$ cat config.mk
export PLATFORM = sky130hd
export DESIGN_NAME = uart_rx
export DESIGN_NICKNAME = d
export VERILOG_FILES = /design/src/rtl/uart_pkg.sv /design/src/rtl/uart_rx_sync_2ff.sv /design/src/rtl/uart_rx.sv
export SDC_FILE = /design/constraint.sdc
export NUM_CORES = 1
export LEC_CHECK = 0
export CORE_MARGIN = 2
export CORE_UTILIZATION = 35
export DETAILED_ROUTE_END_ITERATION = 16
export GPL_TIMING_DRIVEN = 0
export MAX_ROUTING_LAYER = met4
export PLACE_DENSITY = 0.55
export SLEW_MARGIN = 10
export SYNTH_ARGS = -nofsm -noshare
export SYNTH_HDL_FRONTEND = slang
export SYNTH_HIERARCHICAL = 1
export SYNTH_SLANG_ARGS = --single-unit
$ cat constraint.sdc
create_clock -name clk -period 1.7 [get_ports clk]
set_input_delay 0.34 -clock clk [delete_from_list [all_inputs] [get_ports clk]]
set_output_delay 0.34 -clock clk [all_outputs]
set_load 0.005 [all_outputs]
$ cat src/rtl/uart_pkg.sv
`default_nettype none
// ============================================================================
//  Module   : uart_pkg
//  Purpose  : Shared UART constants and receiver state encoding.
//  Revision : 1.0 - initial release
// ============================================================================
package uart_pkg;

    // Data bits per frame (8N1 framing)
    localparam int DATA_BITS = 8;

    // 100 MHz fabric clock / 115200 baud, shared with the transmitter
    localparam int DEFAULT_CLKS_PER_BIT = 868;

    // Receiver state machine encoding
    typedef enum logic [1:0] {
        IDLE  = 2'd0,
        START = 2'd1,
        DATA  = 2'd2,
        STOP  = 2'd3
    } state_t;

endpackage : uart_pkg
`default_nettype wire

$ cat src/rtl/uart_rx_sync_2ff.sv
`default_nettype none
// ============================================================================
//  Module   : sync_2ff
//  Purpose  : Two-flop single-bit synchronizer for asynchronous inputs.
//             The reset value is chosen to match the input's idle level.
//  Revision : 1.0 - initial release
// ============================================================================
module sync_2ff #(
    parameter logic RST_VAL = 1'b1
) (
    input  logic clk,
    input  logic rst,
    input  logic i_d,
    output logic o_q
);

    logic r_meta;
    logic r_sync;

    // Two-stage capture of the asynchronous input into the clk domain
    always_ff @(posedge clk) begin
        if (rst) begin
            r_meta <= RST_VAL;
            r_sync <= RST_VAL;
        end else begin
            r_meta <= i_d;
            r_sync <= r_meta;
        end
    end

    assign o_q = r_sync;

endmodule : sync_2ff
`default_nettype wire

$ cat src/rtl/uart_rx.sv
`default_nettype none
// ============================================================================
//  Module   : uart_rx
//  Purpose  : 8N1 UART receiver with mid-bit sampling, a one-entry
//             valid/ready holding register, framing-error and overrun pulses.
//  Revision : 1.0 - initial release
// ============================================================================
module uart_rx
    import uart_pkg::*;
#(
    parameter int CLKS_PER_BIT = DEFAULT_CLKS_PER_BIT,
    parameter int HALF_BIT     = CLKS_PER_BIT / 2
) (
    input  logic                 clk,
    input  logic                 reset,
    input  logic                 rx,
    output logic [DATA_BITS-1:0] rx_data,
    output logic                 rx_valid,
    input  logic                 rx_ready,
    output logic                 frame_err,
    output logic                 overrun,
    output logic                 busy
);

    localparam int               CNT_W      = $clog2(CLKS_PER_BIT);
    localparam logic [CNT_W-1:0] c_BIT_LAST  = CNT_W'(CLKS_PER_BIT - 1);
    localparam logic [CNT_W-1:0] c_HALF_LAST = CNT_W'(HALF_BIT - 1);
    localparam logic [2:0]       c_IDX_LAST  = 3'(DATA_BITS - 1);

    logic                 w_rx_s;
    logic                 r_rx_q;

    state_t               r_state,     w_state_nxt;
    logic [CNT_W-1:0]     r_cnt,       w_cnt_nxt;
    logic [2:0]           r_bit_idx,   w_bit_idx_nxt;
    logic [DATA_BITS-1:0] r_shift,     w_shift_nxt;
    logic [DATA_BITS-1:0] r_data,      w_data_nxt;
    logic                 r_valid,     w_valid_nxt;
    logic                 r_frame_err, w_frame_err_nxt;
    logic                 r_overrun,   w_overrun_nxt;

    sync_2ff #(
        .RST_VAL (1'b1)
    ) u_sync (
        .clk (clk),
        .rst (reset),
        .i_d (rx),
        .o_q (w_rx_s)
    );

    // Previous synchronized level for falling-edge detection
    always_ff @(posedge clk) begin
        if (reset) begin
            r_rx_q <= 1'b1;
        end else begin
            r_rx_q <= w_rx_s;
        end
    end

    // State, counters, shift register and holding register
    always_ff @(posedge clk) begin
        if (reset) begin
            r_state     <= IDLE;
            r_cnt       <= '0;
            r_bit_idx   <= '0;
            r_shift     <= '0;
            r_data      <= '0;
            r_valid     <= 1'b0;
            r_frame_err <= 1'b0;
            r_overrun   <= 1'b0;
        end else begin
            r_state     <= w_state_nxt;
            r_cnt       <= w_cnt_nxt;
            r_bit_idx   <= w_bit_idx_nxt;
            r_shift     <= w_shift_nxt;
            r_data      <= w_data_nxt;
            r_valid     <= w_valid_nxt;
            r_frame_err <= w_frame_err_nxt;
            r_overrun   <= w_overrun_nxt;
        end
    end

    // Next-state logic: frame sequencing and holding-register update
    always_comb begin
        w_state_nxt     = r_state;
        w_cnt_nxt       = r_cnt;
        w_bit_idx_nxt   = r_bit_idx;
        w_shift_nxt     = r_shift;
        w_data_nxt      = r_data;
        // A handshake empties the register unless a load below refills it
        w_valid_nxt     = r_valid & ~rx_ready;
        w_frame_err_nxt = 1'b0;
        w_overrun_nxt   = 1'b0;

        case (r_state)
            IDLE: begin
                // Arm only on a falling edge so a held-low line never re-triggers
                if (r_rx_q && !w_rx_s) begin
                    w_state_nxt = START;
                    w_cnt_nxt   = '0;
                end
            end
            START: begin
                if (r_cnt == c_HALF_LAST) begin
                    w_cnt_nxt = '0;
                    if (!w_rx_s) begin
                        w_state_nxt   = DATA;
                        w_bit_idx_nxt = '0;
                    end else begin
                        w_state_nxt = IDLE;
                    end
                end else begin
                    w_cnt_nxt = r_cnt + CNT_W'(1);
                end
            end
            DATA: begin
                if (r_cnt == c_BIT_LAST) begin
                    w_cnt_nxt              = '0;
                    w_shift_nxt[r_bit_idx] = w_rx_s;
                    if (r_bit_idx == c_IDX_LAST) begin
                        w_state_nxt = STOP;
                    end else begin
                        w_bit_idx_nxt = r_bit_idx + 3'd1;
                    end
                end else begin
                    w_cnt_nxt = r_cnt + CNT_W'(1);
                end
            end
            STOP: begin
                if (r_cnt == c_BIT_LAST) begin
                    w_cnt_nxt   = '0;
                    w_state_nxt = IDLE;
                    if (w_rx_s) begin
                        if (!r_valid || rx_ready) begin
                            w_data_nxt  = r_shift;
                            w_valid_nxt = 1'b1;
                        end else begin
                            w_overrun_nxt = 1'b1;
                        end
                    end else begin
                        w_frame_err_nxt = 1'b1;
                    end
                end else begin
                    w_cnt_nxt = r_cnt + CNT_W'(1);
                end
            end
            default: begin
                w_state_nxt = IDLE;
            end
        endcase
    end

    assign rx_data   = r_data;
    assign rx_valid  = r_valid;
    assign frame_err = r_frame_err;
    assign overrun   = r_overrun;
    assign busy      = (r_state != IDLE);

endmodule : uart_rx
`default_nettype wire

== After elaboration in Yosys (flattened, before gate mapping) ==
Cells that the tools add are included.

* Bits of input ports: 4
* Output and inout port bits: 12
* Logic and storage cells: 73
* Register bits after elaboration: 37

* Muxes and demuxes: 25
* Reduce and logical (&&, ||, !) cells: 15
* Magnitude comparators: 2
* Add/sub/neg operators: 2
* Equal/unequal tests: 13
* Bitwise operators: 5

{| class="wikitable"
|+ Operators with widths
! operator !! count
|-
| $mux 10 || 3
|-
| $pmux 10 s3 || 1
|-
| $ne 2x2->1 const B || 7
|-
| $mux 2 || 6
|-
| $mux 3 || 4
|-
| $add 10x1->10 const B || 1
|-
| $eq 10x10->1 const B || 1
|-
| $eq 10x9->1 const B || 1
|-
| $reduce_and 5->1 || 2
|-
| $bwmux 8 || 1
|-
| $pmux 2 s4 || 1
|-
| $mux 1 || 7
|-
| $pmux 3 s2 || 1
|-
| $eq 2x2->1 const B || 2
|-
| $lt 3x4->1 const B || 1
|-
| $not 1->1 || 4
|-
| $reduce_and 4->1 || 1
|-
| $reduce_bool 2->1 || 2
|-
| $reduce_or 4->1 || 1
|-
| $add 3x1->3 const B || 1
|-
| $demux 1 s3 || 1
|-
| $eq 3x3->1 const B || 1
|-
| $ge 3x1->1 const B || 1
|-
| $reduce_or 3->1 || 1
|-
| 8 further kinds || 10
|}

== Logic depth before layout (Yosys ltp) ==
Gate-level depths: netlist (run 1).

* Depth after elaboration: 6
* Depth in mapped cells: 8
* Depth with buffers taken out: 7

== Cells and area by module ==
Netlist (run 1), hierarchy kept.

{| class="wikitable"
|+ By module, submodules not included
! module !! sequential area each (um^2) !! times used !! cells an instance !! area an instance (um^2)
|-
| uart_rx || 700.7 || 1 || 180 || 1627.8
|-
| sync_2ff || 40.0 || 1 || 4 || 52.6
|}

== Worst setup path before layout (run 1) ==
Ideal clock, no wire load.

* Path type: register to register
* Start: register r_cnt[0]
* End: register r_cnt[8]
* Cell stages (with the launch flop): 8
* Arrival time: 1679 ps
* Setup slack: -101 ps
* Data required time: 1578 ps
* Buffers on the path: 1
* Cells stage by stage: dfxtp_1 > ha_1 > and4bb_2 > nand3_1 > a21oi_1 > buf_4 > nor2_1 > a221o_1

* Cells in the longest elaborated chain, start to end: 3

{| class="wikitable"
|+ Ends and longest elaborated chain
! element !! line !! RTL
|-
| start, declared || uart_rx.sv:34 || <nowiki>logic [CNT_W-1:0] r_cnt, w_cnt_nxt;</nowiki>
|-
| start signal, assigned || uart_rx.sv:73 || <nowiki>r_cnt <= w_cnt_nxt;</nowiki>
|-
| $add 10x1->10, or another cell as far along || uart_rx.sv:113, uart_rx.sv:126, uart_rx.sv:144 ||
|-
| $mux 10 (on tied branches) || uart_rx.sv:117, uart_rx.sv:130, uart_rx.sv:104 ||
|-
| $pmux 10 s3 * || uart_rx.sv:95 || <nowiki>case (r_state)</nowiki>
|}

Every way passes the cells marked *; elsewhere a longest branch is shown, timed or not.
A chain may end at the register's enable or synchronous reset.

== Worst setup path in the final report (run 1) ==
* Start: register r_cnt[1]
* End: register r_cnt[6]

Same word-level chain as after synthesis.

==> flow_summary.yaml, run 1 <==
clock_network:
  cts_max_level: 2
  cts_tree: "yes"
  cts.reportedPaths.clkPinSlew_ns: 0.08
  hold_buffers: 0
  cts_buffers: 5
  clkLatencyLatePin_ns: 0.29
  cts.sinks: 37
  clockBufferDepth: 2
  clock-root-buffer: "clkbuf_8"
timing:
  final-setup-viol-count: 16
  hold_violations: 0
  fin_ws_ns: -0.103
  grt_setup_unrepaired: "true"
  fin_setup_tns_ns: -0.754
  fin_skew_ns: 0.00833
  period_share_pct: 106
  drv_slew: 0
  fin_crit_ns: 1.80
  fmax_mhz: 555
  worst_slew_pin_slew_ns: 0.684
  slew_headroom_pct: 54.0
grt:
  track_usage_pct: 15.5
  grt_start_max_net_pins: 13
  grt_pass1_wl_um: 6170
  grt_overflow: 0
  grt_pass1_vias: 1378
  antenna_found_initial: 0
worst_setup_path:
  critPathKind: "reg -> reg"
  critical_path_depth: 8
  required_ns: 1.92
  critical_path_buf_inv_count: 2
  path_max_fanout: 4
  startpoint_type: "flop"
  cp_slowest_cell: "dfxtp_4"
  cp_cell_sequence: "inv_2 -> ha_4 -> and4b_1 -> a311oi_2 -> a21oi_4 -> buf_4 -> or3b_4 -> a31oi_1"
  critPathTopFamily: "simple AND/OR/NAND/NOR gates"
  critPathCaptureType: "flop"
  cp.arrival_ns: 2.02
  reg2regPathDepth: 8
  max_stage_delay_ns: 0.38
worst_hold_path:
  hold_depth: 1
  hold_path_class: "reg -> reg"
power_and_ir_drop:
  leakage_nw: 0.847
  ir_drop_uv: 573
  power.density_nw_per_um2: 772
placed_design:
  gp_congestion: 0.827
  dp_hpwl_um: 2420
  dp.cells: 253
  portBuffers: 15
outcome:
  violations: "negative setup slack"
  status: "finished, violations left"
logic_synthesis:
  syn_nets: 192
  post_synth_num_cell_types: 43
  synthArstFlopShare_pct: 0
  ys.flop_type: "dfxtp_1"
  ys_warn_count: 6
  syn_inst: 184
  ys_seq_area_share_pct: 44.1
  ys_ff_latch: 37
  syn-cell-area_um2: 1680
  syn_avg_cell_area_um2: 9.13
  synth_edf_count: 0
floorplanning:
  initial_core_util_pct: 36.1
  core_um2: 4660
  fp.dieW_um: 73.3
  rows: 25
  ios: 16
  dieArea_um2: 5370
  die_y_um: 73.3
cells_and_area:
  antenna_cells: 0
  final_cells: 271
  final_util_pct: 51.1
  ff_latch_area_um2: 752
  num-fill-cells: 428
  area.growth.synth_to_final_pct: 41.7
  multi_input_area_um2: 1080
  fin_nets: 224
  drive_gt1_share_pct: 27.6
routing:
  ant_nets: 0
  viasPerCell: 5.27
  vias: 1429
  dr.first_iter.drc_count: 60
  wl_um: 3780
  dr.pass1.iters: 4
  drcViolationCount: 0
  wl_per_cell_um: 13.9
job:
  maxCapViolations: 0
-- where the power goes --
group | internal [mW] | switching [mW]
Clock | 0.583 | 0.313
Sequential | 0.868 | 0.00411
Combinational | 0.0305 | 0.0395
-- through the flow --
step	worst slack (ns)	hold WS (ns)	power, mW	area (um2)
after global placement	-0.356	0.400	0.951	1910
after detailed placement	-0.401	0.393	0.952	1910
final	-0.103	0.423	1.84	2380
after floorplan	0.00101	0.383	0.928	1690
after CTS	-0.0931	0.429	1.85	2230
after global routing	-0.160	0.447	1.90	2380
-- timing repair --
item	in CTS	in global routing
buffers inserted	9	2
pin swaps	14	14
endpoints found under the setup margin	32	32
endpoints found under the hold margin	0	0
gates resized for setup	31	26
-- final cells by class --
cell class / count / area share (%)
plain buffers: 9 / 2.84
clock buffers: 5 / 2.89
clock inverters: 3 / 2.73
inverters: 9 / 1.42
multi-input cells: 128 / 45.2
flip-flops and latches: 37 / 31.6
well taps: 54 / 2.84
repair buffers: 26 / 10.5
-- synth_stat cells, types with 2 or more instances --
master	number	area, um2
a21oi_1	5	25.0
a221o_1	2	20.0
a22o_1	2	17.5
a31oi_1	2	12.5
and2_1	2	12.5
and3_1	3	18.8
buf_2	3	15.0
clkbuf_1	6	22.5
dfxtp_1	37	741
ha_1	4	50.1
inv_1	9	33.8
mux2i_1	19	190
nand2_1	6	22.5
nand2b_1	3	18.8
nand3_1	8	40.0
nand4_1	3	18.8
nor2_1	25	93.8
nor2b_1	2	12.5
nor3_1	7	35.0
nor3b_1	2	15.0
nor4_1	8	50.1
or2_1	2	12.5
or2_2	3	18.8
xor2_1	2	17.5
-- flip-flops by register name, indices dropped and copies added (netlist names), named ones only --
name,flops
r_cnt,10
r_shift,8
rx_data,8
r_bit_idx,3
frame_err,1
overrun,1
r_rx_q,1
r_state,1
rx_valid,1
u_sync/o_q,1
u_sync/r_meta,1
-- cell usage in the layout (no fill, tap or decap), types with 3 or more instances in the layout --
cell	count
clkbuf_8	5
nand2_1	6
mux2i_1	19
buf_4	7
clkbuf_2	3
nand3_1	6
buf_6	8
nor4_4	6
nand4_1	3
or2_2	3
dfxtp_1	32
nor2_1	23
a21oi_1	4
dfxtp_2	3
inv_1	8
nor3_1	5
nand2b_1	3
clkdlybuf4s50_1	14
-- layer usage --
layer  vias up  track usage, %  part of all wire, %
li1        716               -                    -
met1       673            18.8                   47
met2        34            24.8                   47
met3         6            3.70                  4.0
met4         0            6.06                  1.5
met5         -               -                    0
-- logic make-up (layout without fill, tap and decap cells) --
| kind of cell | Yosys count | after routing | synth area share (%) |
|---|---|---|---|
| buf+inv | 19 | 52 | 4.69 |
| xor+xnor | 2 | 2 | 1.04 |
| compound gates | 19 | 19 | 8.41 |
| flops | 37 | 37 | 44.1 |
| mux | 19 | 19 | 11.3 |
| simple gates | 84 | 84 | 27.5 |
| fa+ha+maj | 4 | 4 | 2.98 |
-- path summary, 6_finish.rpt --
path | endpoint | slack (ns) | start
max | r_cnt[6]$_SDFFE_PP0P_ | -0.10 | r_cnt[1]$_SDFFE_PP0P_
max reg2reg | r_cnt[6]$_SDFFE_PP0P_ | -0.10 | r_cnt[1]$_SDFFE_PP0P_
min | u_sync/o_q$_SDFF_PP1_ | 0.42 | u_sync/r_meta$_SDFF_PP1_
min reg2reg | u_sync/o_q$_SDFF_PP1_ | 0.42 | u_sync/r_meta$_SDFF_PP1_
No activity file was read; power rests on OpenSTA's default activity.
==> run 2, diff against run 1 <==
- REMOVE_ABC_BUFFERS: unset -> 1
==> run 2 against run 1 <==
The run still ends with negative setup slack left; combinational power fell by 17%; hold slack got worse by 0.0087 ns; final area fell by 4.5%; sequential cell count did not move; cell count fell by 3.3%; critical endpoint unchanged; largest cell class unchanged.
==> flow_summary.yaml, run 2 (same netlist as run 1, synthesis figures left out) <==
routing:
  ant_nets: 0
  wl_um: 3610
  drcViolationCount: 0
  viasPerCell: 5.25
  vias: 1375
  dr.first_iter.drc_count: 61
  wl_per_cell_um: 13.8
  dr.pass1.iters: 4
cells_and_area:
  fin_nets: 215
  regMostFlops: "r_cnt"
  final_util_pct: 48.8
  final_cells: 262
  final_cell_mix: "29 x dfxtp_1, 23 x nor2_1, 19 x mux2i_1, 13 x clkdlybuf4s50_1, 8 x inv_1"
  area.growth.synth_to_final_pct: 35.3
  antenna_cells: 0
  mostFrequentLayoutCell: "dfxtp_1"
  drive_gt1_share_pct: 26.0
  largest_reg_flops: 10
worst_setup_path:
  r2r-start: "r_cnt[1]$_SDFFE_PP0P_"
  critPathCaptureType: "flop"
  required_ns: 1.91
  path_max_fanout: 7
  critPathTopFamily: "simple AND/OR/NAND/NOR gates"
  critical_path_depth: 8
  cp_slowest_cell: "dfxtp_4"
  startpoint_type: "flop"
  rr_endpoint: "r_cnt[6]$_SDFFE_PP0P_"
  cp_cell_sequence: "inv_2 -> ha_4 -> and4b_1 -> a311oi_2 -> a21oi_4 -> buf_6 -> or3_1 -> a31oi_1"
  max_stage_delay_ns: 0.37
  reg2regPathDepth: 8
  rrSetupSlack_ns: -0.14
  cp.arrival_ns: 2.05
  critPathKind: "reg -> reg"
  critical_path_buf_inv_count: 2
timing:
  slew_headroom_pct: 52.5
  worst_slew_pin_slew_ns: 0.713
  grt_setup_unrepaired: "true"
  fin_ws_ns: -0.140
  fin_crit_ns: 1.84
  drv_slew: 0
  final-setup-viol-count: 23
  hold_violations: 0
  period_share_pct: 108
  fin_skew_ns: 0.00306
  fmax_mhz: 543
clock_network:
  clkLatencyLatePin_ns: 0.29
  clock-root-buffer: "clkbuf_8"
  cts.reportedPaths.clkPinSlew_ns: 0.07
  cts_tree: "yes"
  cts_buffers: 5
  cts.sinks: 37
  cts_max_level: 2
  clockBufferDepth: 2
worst_hold_path:
  hold_path_startpoint: "u_sync/r_meta$_SDFF_PP1_"
  hold_depth: 1
  hold_path_class: "reg -> reg"
  holdPathEnd: "u_sync/o_q$_SDFF_PP1_"
floorplanning:
  ios: 16
  dieArea_um2: 5370
  fp.dieW_um: 73.3
  core_um2: 4660
  initial_core_util_pct: 36.1
  rows: 25
  die_y_um: 73.3
grt:
  grt_start_max_net_pins: 37
  antenna_found_initial: 0
  grt_overflow: 0
  track_usage_pct: 15.5
  grt_pass1_wl_um: 6110
  grt_pass1_vias: 1309
power_and_ir_drop:
  ir_drop_uv: 428
  leakage_nw: 0.783
  power.density_nw_per_um2: 678
placed_design:
  portBuffers: 15
  gp_congestion: 0.788
  dp.cells: 243
  dp_hpwl_um: 2210
outcome:
  status: "finished, violations left"
  violations: "negative setup slack"
job:
  maxCapViolations: 0
[run 2: changes by cell type in the layout (fill, tap and decap cells not counted), sizes merged]
cell | previous run | this run
buf | 16 | 11
bufinv | 2 | 0
clkinv | 1 | 0
clkinvlp | 0 | 2
clkbuf | 9 | 6
clkdlybuf4s50 | 14 | 13
clkdlybuf4s15 | 0 | 1
[run 2: routing by layer]
layer  GRT usage, %  part of all wire, %
met5              -                    0
met4           8.48                  1.6
met3           4.25                  3.0
met2           23.4                   50
met1           18.8                   45
[run 2: final cells by class]
type	count	area, um2
clock buffers	6	72.6
clock inverters	2	15.0
fillers	438	2390
inverters	9	33.8
multi-input cells	128	1060
flip-flops and latches	37	761
well taps	54	67.6
repair buffers	26	264
[run 2: worst max path at each step]
stage               slack (ns)                      end                   from
floorplan                -0.57  rx_data[0]$_SDFFE_PP0P_  r_cnt[0]$_SDFFE_PP0P_
global placement         -1.10  rx_data[3]$_SDFFE_PP0P_  r_cnt[0]$_SDFFE_PP0P_
detailed placement       -0.85    r_cnt[8]$_SDFFE_PP0P_  r_cnt[0]$_SDFFE_PP0P_
finish                   -0.14    r_cnt[6]$_SDFFE_PP0P_  r_cnt[1]$_SDFFE_PP0P_
global route             -0.21    r_cnt[2]$_SDFFE_PP0P_  r_cnt[1]$_SDFFE_PP0P_
CTS                      -0.13    r_cnt[2]$_SDFFE_PP0P_  r_cnt[1]$_SDFFE_PP0P_
[run 2: what timing repair did]
| action | 4_1_cts | 5_1_grt |
|---|---|---|
| buffers inserted | 9 | 2 |
| gates resized for setup | 47 | 7 |
| setup endpoints to repair | 36 | 32 |
| pin swaps | 10 | 9 |
| hold buffers | 0 | 0 |
[run 2: worst reg2reg max path: stages, from the launching register on]
cell and delay, ns:
dfxtp_4 0.37, inv_2 0.05, ha_4 0.14, and4b_1 0.21
a311oi_2 0.28, a21oi_4 0.11, buf_6 0.14, or3_1 0.33
a31oi_1 0.12
[run 2: per-stage QoR]
stage	instance area, um2	setup slack [ns]	TNS, ns	power [mW]	hold slack, ns
2_1_floorplan	1640	-0.572	-6.70	0.917	0.383
3_3_place_gp	1850	-1.10	-20.24	0.943	0.391
3_5_place_dp	1860	-0.854	-17.64	0.944	0.396
4_1_cts	2230	-0.134	-0.859	1.56	0.417
5_1_grt	2270	-0.214	-3.56	1.62	0.437
6_report	2270	-0.140	-1.36	1.54	0.414
[run 2: power by group]
part / switching (mW) / total [mW] / internal [mW]
clock network: 0.320 / 0.609 / 0.289
registers: 0.00779 / 0.874 / 0.866
logic: 0.0328 / 0.0583 / 0.0255
total: 0.361 / 1.54 / 1.18
